==> src/rtl/alu_muldiv_seq_if.sv <==
// Request/response bundle for the sequential multiply/divide unit.
// Latency: none, wiring only.
// Backpressure: in_valid/in_ready on the request side, out_valid/out_ready on the result side.
interface alu_muldiv_seq_if #(
  parameter int WIDTH = 16
);
  logic             in_valid;
  logic             in_ready;
  logic [WIDTH-1:0] InA;
  logic [WIDTH-1:0] InB;
  logic [1:0]       Oper;
  logic             sign;
  logic             out_valid;
  logic             out_ready;
  logic [WIDTH-1:0] Out;
  logic             Zero;
  logic             Ofl;
  logic             DivZero;

  // Requester side: issues operations and consumes results
  modport master (
    output in_valid, InA, InB, Oper, sign, out_ready,
    input  in_ready, out_valid, Out, Zero, Ofl, DivZero
  );

  // Unit side
  modport slave (
    input  in_valid, InA, InB, Oper, sign, out_ready,
    output in_ready, out_valid, Out, Zero, Ofl, DivZero
  );
endinterface

==> src/rtl/alu_muldiv_seq.sv <==
// Iterative MUL-low/MUL-high/DIV/REM unit, one bit per cycle; signed support under ALU_MULDIV_SIGNED_EN.
// Latency: out_valid rises WIDTH+1 edges after the accepting edge; initiation interval WIDTH+3.
// Backpressure: result held in DONE until out_ready; in_ready is high only in IDLE.
module alu_muldiv_seq #(
  parameter int WIDTH = 16
) (
  input logic            clk,
  input logic            rst,
  alu_muldiv_seq_if.slave bus
);
  localparam int CNT_W = $clog2(WIDTH) + 1;

  localparam logic [1:0] IDLE = 2'd0;
  localparam logic [1:0] BUSY = 2'd1;
  localparam logic [1:0] FIX  = 2'd2;
  localparam logic [1:0] DONE = 2'd3;

  logic [1:0]       state_q, state_d;
  logic [CNT_W-1:0] cnt_q, cnt_d;
  logic [1:0]       op_q, op_d;
  logic [WIDTH-1:0] b_q, b_d;     // multiplicand or divisor magnitude
  logic [WIDTH-1:0] hi_q, hi_d;   // product high half / partial remainder
  logic [WIDTH-1:0] lo_q, lo_d;   // multiplier shifting out / quotient shifting in
  logic             dz_q, dz_d;
  logic [WIDTH-1:0] out_q, out_d;
  logic             zero_q, zero_d;
  logic             ofl_q, ofl_d;
  logic             divz_q, divz_d;

  logic             accept;
  logic [WIDTH-1:0] a_mag, b_mag;
  logic [2*WIDTH-1:0] prod;
  logic [WIDTH-1:0] quot, rem, res;
  logic             mul_ofl, div_ofl, res_ofl;

  assign accept = (state_q == IDLE) && bus.in_valid;

`ifdef ALU_MULDIV_SIGNED_EN
  logic sgn_q, sgn_d, neg_q, neg_d, rneg_q, rneg_d, sovf_q, sovf_d;
  logic a_neg, b_neg;

  assign a_neg = bus.sign & bus.InA[WIDTH-1];
  assign b_neg = bus.sign & bus.InB[WIDTH-1];
  assign a_mag = a_neg ? -bus.InA : bus.InA;
  assign b_mag = b_neg ? -bus.InB : bus.InB;

  // Sign bookkeeping registers, captured with the operands
  always_ff @(posedge clk or negedge rst) begin
    if (!rst) begin
      sgn_q  <= 1'b0;
      neg_q  <= 1'b0;
      rneg_q <= 1'b0;
      sovf_q <= 1'b0;
    end else begin
      sgn_q  <= sgn_d;
      neg_q  <= neg_d;
      rneg_q <= rneg_d;
      sovf_q <= sovf_d;
    end
  end

  // Sign flags load only on the accepting edge; most-negative / -1 is flagged up front
  always_comb begin
    sgn_d  = sgn_q;
    neg_d  = neg_q;
    rneg_d = rneg_q;
    sovf_d = sovf_q;
    if (accept) begin
      sgn_d  = bus.sign;
      neg_d  = a_neg ^ b_neg;
      rneg_d = a_neg;
      sovf_d = bus.sign & bus.Oper[1] & (bus.InA == {1'b1, {(WIDTH-1){1'b0}}}) & (&bus.InB);
    end
  end

  // Undo the magnitude conversion on the finished product, quotient and remainder
  always_comb begin
    prod    = neg_q ? -{hi_q, lo_q} : {hi_q, lo_q};
    quot    = neg_q ? -lo_q : lo_q;
    rem     = rneg_q ? -hi_q : hi_q;
    mul_ofl = sgn_q ? (prod[2*WIDTH-1:WIDTH] != {WIDTH{prod[WIDTH-1]}})
                    : (|prod[2*WIDTH-1:WIDTH]);
    div_ofl = sovf_q;
  end
`else
  logic sign_unused;
  assign sign_unused = bus.sign;
  assign a_mag = bus.InA;
  assign b_mag = bus.InB;

  // Unsigned build: raw iteration results need no correction
  always_comb begin
    prod    = {hi_q, lo_q};
    quot    = lo_q;
    rem     = hi_q;
    mul_ofl = |hi_q;
    div_ofl = 1'b0;
  end
`endif

  // One shift-add or restoring shift-subtract step
  logic [WIDTH:0]   add_sum;
  logic [WIDTH:0]   div_shift;
  logic [WIDTH+1:0] div_diff;
  logic             diff_msb_unused;

  assign add_sum   = {1'b0, hi_q} + {1'b0, (lo_q[0] ? b_q : {WIDTH{1'b0}})};
  assign div_shift = {hi_q, lo_q[WIDTH-1]};
  assign div_diff  = {1'b0, div_shift} - {2'b00, b_q};
  assign diff_msb_unused = div_diff[WIDTH];

  // Result selection; a zero divisor yields an all-ones quotient and the dividend as remainder
  always_comb begin
    case (op_q)
      2'b00:   begin res = prod[WIDTH-1:0];        res_ofl = mul_ofl; end
      2'b01:   begin res = prod[2*WIDTH-1:WIDTH];  res_ofl = 1'b0;    end
      2'b10:   begin res = dz_q ? {WIDTH{1'b1}} : quot; res_ofl = dz_q ? 1'b0 : div_ofl; end
      default: begin res = rem;                    res_ofl = dz_q ? 1'b0 : div_ofl; end
    endcase
  end

  // FSM next state and datapath updates
  always_comb begin
    state_d = state_q;
    cnt_d   = cnt_q;
    op_d    = op_q;
    b_d     = b_q;
    hi_d    = hi_q;
    lo_d    = lo_q;
    dz_d    = dz_q;
    out_d   = out_q;
    zero_d  = zero_q;
    ofl_d   = ofl_q;
    divz_d  = divz_q;
    case (state_q)
      IDLE: begin
        if (bus.in_valid) begin
          op_d    = bus.Oper;
          cnt_d   = CNT_W'(WIDTH);
          b_d     = bus.Oper[1] ? b_mag : a_mag;
          lo_d    = bus.Oper[1] ? a_mag : b_mag;
          hi_d    = {WIDTH{1'b0}};
          dz_d    = bus.Oper[1] & (bus.InB == {WIDTH{1'b0}});
          state_d = BUSY;
        end
      end
      BUSY: begin
        if (op_q[1]) begin
          if (!div_diff[WIDTH+1]) begin
            hi_d = div_diff[WIDTH-1:0];
            lo_d = {lo_q[WIDTH-2:0], 1'b1};
          end else begin
            hi_d = div_shift[WIDTH-1:0];
            lo_d = {lo_q[WIDTH-2:0], 1'b0};
          end
        end else begin
          hi_d = add_sum[WIDTH:1];
          lo_d = {add_sum[0], lo_q[WIDTH-1:1]};
        end
        cnt_d = cnt_q - CNT_W'(1);
        if (cnt_q == CNT_W'(1)) state_d = FIX;
      end
      FIX: begin
        out_d   = res;
        zero_d  = (res == {WIDTH{1'b0}});
        ofl_d   = res_ofl;
        divz_d  = dz_q;
        state_d = DONE;
      end
      default: begin
        if (bus.out_ready) state_d = IDLE;
      end
    endcase
  end

  // State and datapath registers; reset aborts any operation in flight
  always_ff @(posedge clk or negedge rst) begin
    if (!rst) begin
      state_q <= IDLE;
      cnt_q   <= '0;
      op_q    <= '0;
      b_q     <= '0;
      hi_q    <= '0;
      lo_q    <= '0;
      dz_q    <= 1'b0;
      out_q   <= '0;
      zero_q  <= 1'b1;
      ofl_q   <= 1'b0;
      divz_q  <= 1'b0;
    end else begin
      state_q <= state_d;
      cnt_q   <= cnt_d;
      op_q    <= op_d;
      b_q     <= b_d;
      hi_q    <= hi_d;
      lo_q    <= lo_d;
      dz_q    <= dz_d;
      out_q   <= out_d;
      zero_q  <= zero_d;
      ofl_q   <= ofl_d;
      divz_q  <= divz_d;
    end
  end

  assign bus.in_ready  = (state_q == IDLE);
  assign bus.out_valid = (state_q == DONE);
  assign bus.Out       = out_q;
  assign bus.Zero      = zero_q;
  assign bus.Ofl       = ofl_q;
  assign bus.DivZero   = divz_q;
endmodule

==> src/flat_wrapper.sv <==
// flat-port wrapper written by rule: the top's interface ports become plain ports
module alu_muldiv_seq_flat 
#(
  parameter int WIDTH = 16
)
  (clk, rst, bus_in_valid, bus_InA, bus_InB, bus_Oper, bus_sign, bus_out_ready, bus_in_ready, bus_out_valid, bus_Out, bus_Zero, bus_Ofl, bus_DivZero);
  alu_muldiv_seq_if #(.WIDTH(WIDTH)) bus_i ();
  input logic clk;
  input logic rst;
  input wire logic [$bits(bus_i.in_valid)-1:0] bus_in_valid;
  input wire logic [$bits(bus_i.InA)-1:0] bus_InA;
  input wire logic [$bits(bus_i.InB)-1:0] bus_InB;
  input wire logic [$bits(bus_i.Oper)-1:0] bus_Oper;
  input wire logic [$bits(bus_i.sign)-1:0] bus_sign;
  input wire logic [$bits(bus_i.out_ready)-1:0] bus_out_ready;
  output wire logic [$bits(bus_i.in_ready)-1:0] bus_in_ready;
  output wire logic [$bits(bus_i.out_valid)-1:0] bus_out_valid;
  output wire logic [$bits(bus_i.Out)-1:0] bus_Out;
  output wire logic [$bits(bus_i.Zero)-1:0] bus_Zero;
  output wire logic [$bits(bus_i.Ofl)-1:0] bus_Ofl;
  output wire logic [$bits(bus_i.DivZero)-1:0] bus_DivZero;
  assign bus_i.in_valid = bus_in_valid;
  assign bus_i.InA = bus_InA;
  assign bus_i.InB = bus_InB;
  assign bus_i.Oper = bus_Oper;
  assign bus_i.sign = bus_sign;
  assign bus_i.out_ready = bus_out_ready;
  assign bus_in_ready = bus_i.in_ready;
  assign bus_out_valid = bus_i.out_valid;
  assign bus_Out = bus_i.Out;
  assign bus_Zero = bus_i.Zero;
  assign bus_Ofl = bus_i.Ofl;
  assign bus_DivZero = bus_i.DivZero;
  alu_muldiv_seq #(.WIDTH(WIDTH)) u_core (.clk(clk), .rst(rst), .bus(bus_i));
endmodule
==> config.mk <==
export PLATFORM = sky130hd
export DESIGN_NAME = alu_muldiv_seq_flat
export DESIGN_NICKNAME = d
export VERILOG_FILES = /design/src/rtl/alu_muldiv_seq_if.sv /design/src/rtl/alu_muldiv_seq.sv /design/src/flat_wrapper.sv
export SDC_FILE = /design/constraint.sdc
export NUM_CORES = 1
export LEC_CHECK = 0
export BUFFER_PORTS_ARGS = -buffer_cell sky130_fd_sc_hd__buf_2
export CAP_MARGIN = 20
export CELL_PAD_IN_SITES_DETAIL_PLACEMENT = 1
export CELL_PAD_IN_SITES_GLOBAL_PLACEMENT = 1
export CORE_UTILIZATION = 40
export DETAILED_ROUTE_END_ITERATION = 8
export MAX_ROUTING_LAYER = met4
export PLACE_DENSITY = 0.73
export SKIP_LAST_GASP = 1
export SYNTH_ARGS = -nofsm -noshare
export SYNTH_HDL_FRONTEND = slang
export SYNTH_SLANG_ARGS = --single-unit
==> constraint.sdc <==
create_clock -name clk -period 3 [get_ports clk]
set_input_delay 0.3 -clock clk [delete_from_list [all_inputs] [get_ports clk]]
set_output_delay 0.3 -clock clk [all_outputs]
set_load 0.01 [all_outputs]
==> run summary, run 1 <==
Max frequency: 348 MHz
Outcome: finished clean
Rows: 44
Post-synthesis cell area: 0.00597 sq mm
Worst endpoint required time: 3220 ps
CP max FO: 6
Max_cap viols: 0
Via count: 5,595
Most common cell after layout, fill and taps aside: o21ai_0
Clock Tree Buf Depth: 2
Antenna cell count: 0
Hold slack: 227 ps
Asr flop ratio synth: 100%
Clock skew: 5.53 ps
Unique cell type count in the Yosys netlist: 72
Post-route cell area: 0.00686 sq mm
Avg Vias per Cell: 5.82
GRT busiest layer: met2
FILL cells: 1,800
Flops & latches, synth: 77
First-pass GRT wire length: 31.3 mm
Starting Density: 41.1%
Hold Fails Final Rpt: 0
RSZ-0062 raised after global routing: no
Sequential fraction of the synthesis area: 32.3%
Minimum clock period: 2870 ps
Area after DPL: 0.00652 sq mm
Pwr dens: 1190 mW/mm^2
IO Pins: 60
Worst-Skew Late Latency: 340 ps
Initial antenna violation count: 0
Synth-to-layout area growth: 14.8%
Sink Count: 77
Die Width: 124 um
Period utilization: 95.7%
CTS HTree Levels: 3
Setup TNS: 0 ps
Hpwl dp: 14.8 mm
HP Class: input port to flop
Crit end category: flop
# DRC: 0
Overall power: 8.19 mW
GRT Overall Usage: 26.3%
Crit path DAT: 3090 ps
Met3 usage: 3.15%
Die Y: 124 um
Commonest non-fill, non-tap cells in the layout: o21ai_0 (80), dfrtp_1 (76), nand2_1 (75)
I/O Buffers: 58
Mean area per synthesized cell: 8.37 sq um
Met2 Use GR: 42.4%
WS Path Type: flop to flop
Synthesized Nets: 793
Largest net degree at the start of global routing: 78
Leak: 3.21 nW
Ys flop type: dfrtp_1
Core ar.: 0.0145 sq mm
M1 GR Usage: 34.2%
CTS tree: built
Startpoint Class: flop
Antenna-violating nets left: 0
Synth warn: 0
Number of synthesized flops with an enable pin: 0
VDD IR max: 0.619 mV
Nets@finish: 852
WL per Instance: 20.3 um
Final wirelength: 19.6 mm
Setup-failing EPs final: 0
GR Overflow Total: 0
Vias in the first global route: 5,990
DR pass1 iterations: 4
Clock transition at path regs: 60 ps
Root buffer cell: clkbuf_16
DR iter-0 viols: 262
Die footprint: 0.0154 sq mm
Share of cells above drive strength 1: 16.5%
CTS Buf Count: 9
Routability cong.: 0.924
Worst slew margin: 40.8%
Mapped Cells: 714
Worst-margin pin slew: 888 ps
Slew Limit Fails: 0
-- final timing paths --
check | depth (start not counted) | end | slack (ps) | from
max in group asynchronous | 3 | u_core.bus.Zero | 2070 | rst
setup / recovery | 11 | u_core.hi_q[13] | 130 | u_core.lo_q[0]
min in group asynchronous | 2 | u_core.bus.Out[10] | 330 | rst
setup reg to reg | 11 | u_core.hi_q[13] | 130 | u_core.lo_q[0]
hold / removal | 2 | u_core.op_q[0] | 230 | bus_Oper[0]
hold reg to reg | 2 | u_core.b_q[11] | 480 | u_core.b_q[11]
-- through the flow --
stage | cells | utilization (%) | setup WS (ps)
final | 962 | 47.2 | 130
after global routing | 962 | 47.2 | 2.98
after CTS | 959 | 46.9 | 157
after detailed placement | 943 | 44.9 | 227
after global placement | 943 | 44.9 | 301
after floorplan | 714 | - | 511
-- area by class of cell --
class	count	area (sq um)	area share, %
timing repair buffer	82	508	7.40
sequential	77	1930	28.1
clock buffer	10	229	3.34
multi-input combinational	555	3720	54.2
clock inverter	6	63.8	0.930
inverter	48	180	2.63
tap	184	230	3.36
-- power breakdown --
part	total [mW]	leakage, nW	switching [mW]	internal (mW)
registers	1.96	0.973	0.484	1.48
logic	5.13	2.10	3.12	2.01
clock network	1.10	0.138	0.457	0.644
-- state kept, by name, indices dropped and copies added (netlist names) --
register / cells
u_core.b_q: 16
u_core.bus.DivZero: 1
u_core.bus.Ofl: 1
u_core.bus.Out: 16
u_core.bus.Zero: 1
u_core.cnt_q: 5
u_core.dz_q: 1
u_core.hi_q: 16
u_core.lo_q: 16
u_core.op_q: 2
u_core.state_q: 2
-- worst max-delay path: stages, from the launching register on --
cell and delay (ps):
dfrtp_1 460, and2_1 160, ha_1 190, inv_1 70, fa_1 420, nor2b_1 250
o31ai_2 110, a21oi_1 270, o31ai_2 150, o21ai_1 250, xor2_1 110, a221o_1 320
-- per-layer routing --
metal,up-vias,wire length [um]
met3,32,604
met2,123,9440
met4,0,474
met5,-,0
li1,2688,-
met1,2752,9040
-- what timing repair did --
action,4_1_cts,5_1_grt
hold endpoints to repair,0,8
setup endpoints to repair,0,1
setup buffers,0,1
gates resized for setup,0,1
hold buffers,0,1
-- cells in the mapped netlist (all sizes together) (12+ instances only) --
library cell  number  share of area [%]
mux2              17                3.2
a21oi             54                4.8
dfrtp             76                 32
ha                38                8.0
buf               12                1.0
inv               48                3.0
nor3              16                1.3
nand2             75                4.7
clkbuf            22                1.4
o21ai             85                7.1
nor2              61                3.8
mux2i             37                6.2
xnor2             13                1.9
-- logic make-up (layout without fill, tap and decap cells) --
| logic type | count (synthesis) | count (layout) | synth area share [%] |
|---|---|---|---|
| and+or+nand+nor | 206 | 206 | 16.0 |
| xor gates and xnor gates | 21 | 21 | 3.08 |
| muxes | 54 | 54 | 9.40 |
| DFF | 77 | 77 | 32.3 |
| AOI/OAI and AO/OA | 234 | 234 | 25.2 |
| buffers and inverters | 82 | 146 | 5.44 |
| adders and majority gates | 40 | 40 | 8.63 |
Power figures use the tool's default switching activity.
==> run 2, diff against run 1 <==
Settings changed: PLACE_DENSITY 0.73 to 0.7.
==> run 2 against run 1 <==
  * Critical path depth unchanged
  * Clock-buffer cell count rose by 1
  * Combinational power hardly changed
  * Global-route usage is 1.1 points higher
  * Final cell count grew 0.52%
  * Design area is 0.75% higher
  * Hold slack lost 44 ps
  * Die area unchanged
  * Largest power group unchanged
==> run summary, run 2 (synthesized netlist as in run 1, its figures left out) <==
Clock network power share: 14.0%
Nets@finish: 858
Sink Count: 77
Switch share: 49.2%
Hold Fails Final Rpt: 0
Worst endpoint required time: 3240 ps
Setup-failing EPs final: 0
Clock transition at path regs: 60 ps
Die Width: 124 um
Outcome: finished clean
Vias in the first global route: 5,879
Minimum clock period: 2820 ps
Worst slew margin: 46.5%
R2r worst-path depth: 11
Logic pwr share: 62.1%
Core ar.: 0.0145 sq mm
GRT Overall Usage: 27.4%
Int Power: 4.21 mW
Leak: 3.24 nW
Final wirelength: 20.0 mm
Period utilization: 94.1%
CTS Buf Count: 9
GR Overflow Total: 0
Starting Density: 41.1%
Routability cong.: 0.941
First-pass GRT wire length: 32.1 mm
CP max FO: 6
Die Y: 124 um
P_sw: 4.08 mW
Multi-input gate area: 0.00373 sq mm
Avg Vias per Cell: 5.92
I/O Buffers: 58
Largest net degree at the start of global routing: 78
CTS HTree Levels: 3
Max frequency: 354 MHz
Share of cells above drive strength 1: 17.4%
RSZ-0062 raised after global routing: no
Max_cap viols: 0
CTS tree: built
Register area: 0.00193 sq mm
Crit-path cells: and2_1, ha_1, inv_1, fa_1, nor2b_1, o31ai_2, a21oi_2, o31ai_2, o21ai_1, xor2_1, a221o_1
Crit path DAT: 3060 ps
Pwr dens: 1200 mW/mm^2
Most common cell after layout, fill and taps aside: o21ai_0
Setup TNS: 0 ps
Most common cell on crit path: o31ai_2
Worst-Skew Late Latency: 350 ps
Clock skew: 8.82 ps
Startpoint Class: flop
Overall power: 8.29 mW
HP Class: input port to flop
VDD IR max: 0.379 mV
Clock Tree Buf Depth: 2
Antenna-violating nets left: 0
Slowest stage delay, CP: 470 ps
Rows: 44
Fin util: 47.6%
Worst-margin pin slew: 803 ps
Via count: 5,724
Post-CTS Setup Bufs: 0
Crit end category: flop
Synth-to-layout area growth: 15.7%
WS Path Type: flop to flop
DR iter-0 viols: 338
Die footprint: 0.0154 sq mm
Slew Limit Fails: 0
WL per Instance: 20.7 um
Reg power frac: 23.9%
Hpwl dp: 15.3 mm
Commonest non-fill, non-tap cells in the layout: o21ai_0 (80), nand2_1 (75), dfrtp_1 (75)
Antenna cell count: 0
Hold depth: 2
FILL cells: 1,801
# DRC: 0
Slowest cell on crit path: dfrtp_2
Initial antenna violation count: 0
Root buffer cell: clkbuf_16
DR pass1 iterations: 5
IO Pins: 60
run 2: critical path, delay by kind of cell (launching register included):
| family | cells | cell delay (ps) |
|---|---|---|
| flops | 1 | 470 |
| compound gates | 5 | 1270 |
| fa+ha+maj | 2 | 450 |
| simple gates | 2 | 240 |
| xor+xnor | 1 | 160 |
| buf+inv | 1 | 90 |
run 2: path summary, 6_finish.rpt:
kind                           startpoint  slack (ps)              end
max                        u_core.lo_q[0]         180  u_core.hi_q[13]
min                           bus_Oper[0]         180   u_core.op_q[0]
max reg2reg                u_core.lo_q[0]         180  u_core.hi_q[13]
min reg2reg                u_core.b_q[11]         480   u_core.b_q[11]
max in group asynchronous             rst        1910   u_core.lo_q[0]
min in group asynchronous             rst         480   u_core.lo_q[9]
run 2: per-layer routing:
metal	share of wire [%]	GRT usage (%)	vias to the layer above
li1	-	-	2705
met1	47	37.0	2841
met2	46	41.9	146
met3	3.7	3.06	32
met4	2.6	10.8	0
met5	0	-	-
run 2: stage by stage:
step | hold slack [ps] | setup slack, ps | instances | instance area (sq um)
2_1_floorplan | 4.41 | 511 | 714 | 5970
3_3_place_gp | 468 | 222 | 950 | 6560
3_5_place_dp | 474 | 163 | 950 | 6560
4_1_cts | 172 | 123 | 965 | 6870
5_1_grt | 200 | 8.25 | 967 | 6910
6_report | 182 | 176 | 967 | 6910
run 2: final cells by class:
| cell class | count | area share [%] |
|---|---|---|
| Timing Repair Buffer | 88 | 7.71 |
| Clock buffer | 11 | 3.66 |
| Tap cell | 184 | 3.33 |
| Inverter | 48 | 2.61 |
| Multi-Input combinational cell | 555 | 54.0 |
| Clock inverter | 4 | 0.797 |
| Sequential cell | 77 | 27.9 |
run 2: repair_timing:
action                                 CTS  global route
endpoints found under the hold margin    0            28
setup endpoints to repair                0             3
hold buffers                             0             1
gates resized for setup                  0             3
run 2: power groups by stage:
| stage | Clock (mW) | Sequential, mW | Combinational, mW |
|---|---|---|---|
| after floorplan | 0 | 1.86 | 3.60 |
| after global placement | 0 | 1.95 | 4.89 |
| after detailed placement | 0 | 1.98 | 5.07 |
| after CTS | 1.17 | 1.96 | 5.13 |
| after global routing | 1.21 | 2.03 | 5.70 |
| final | 1.16 | 1.98 | 5.15 |
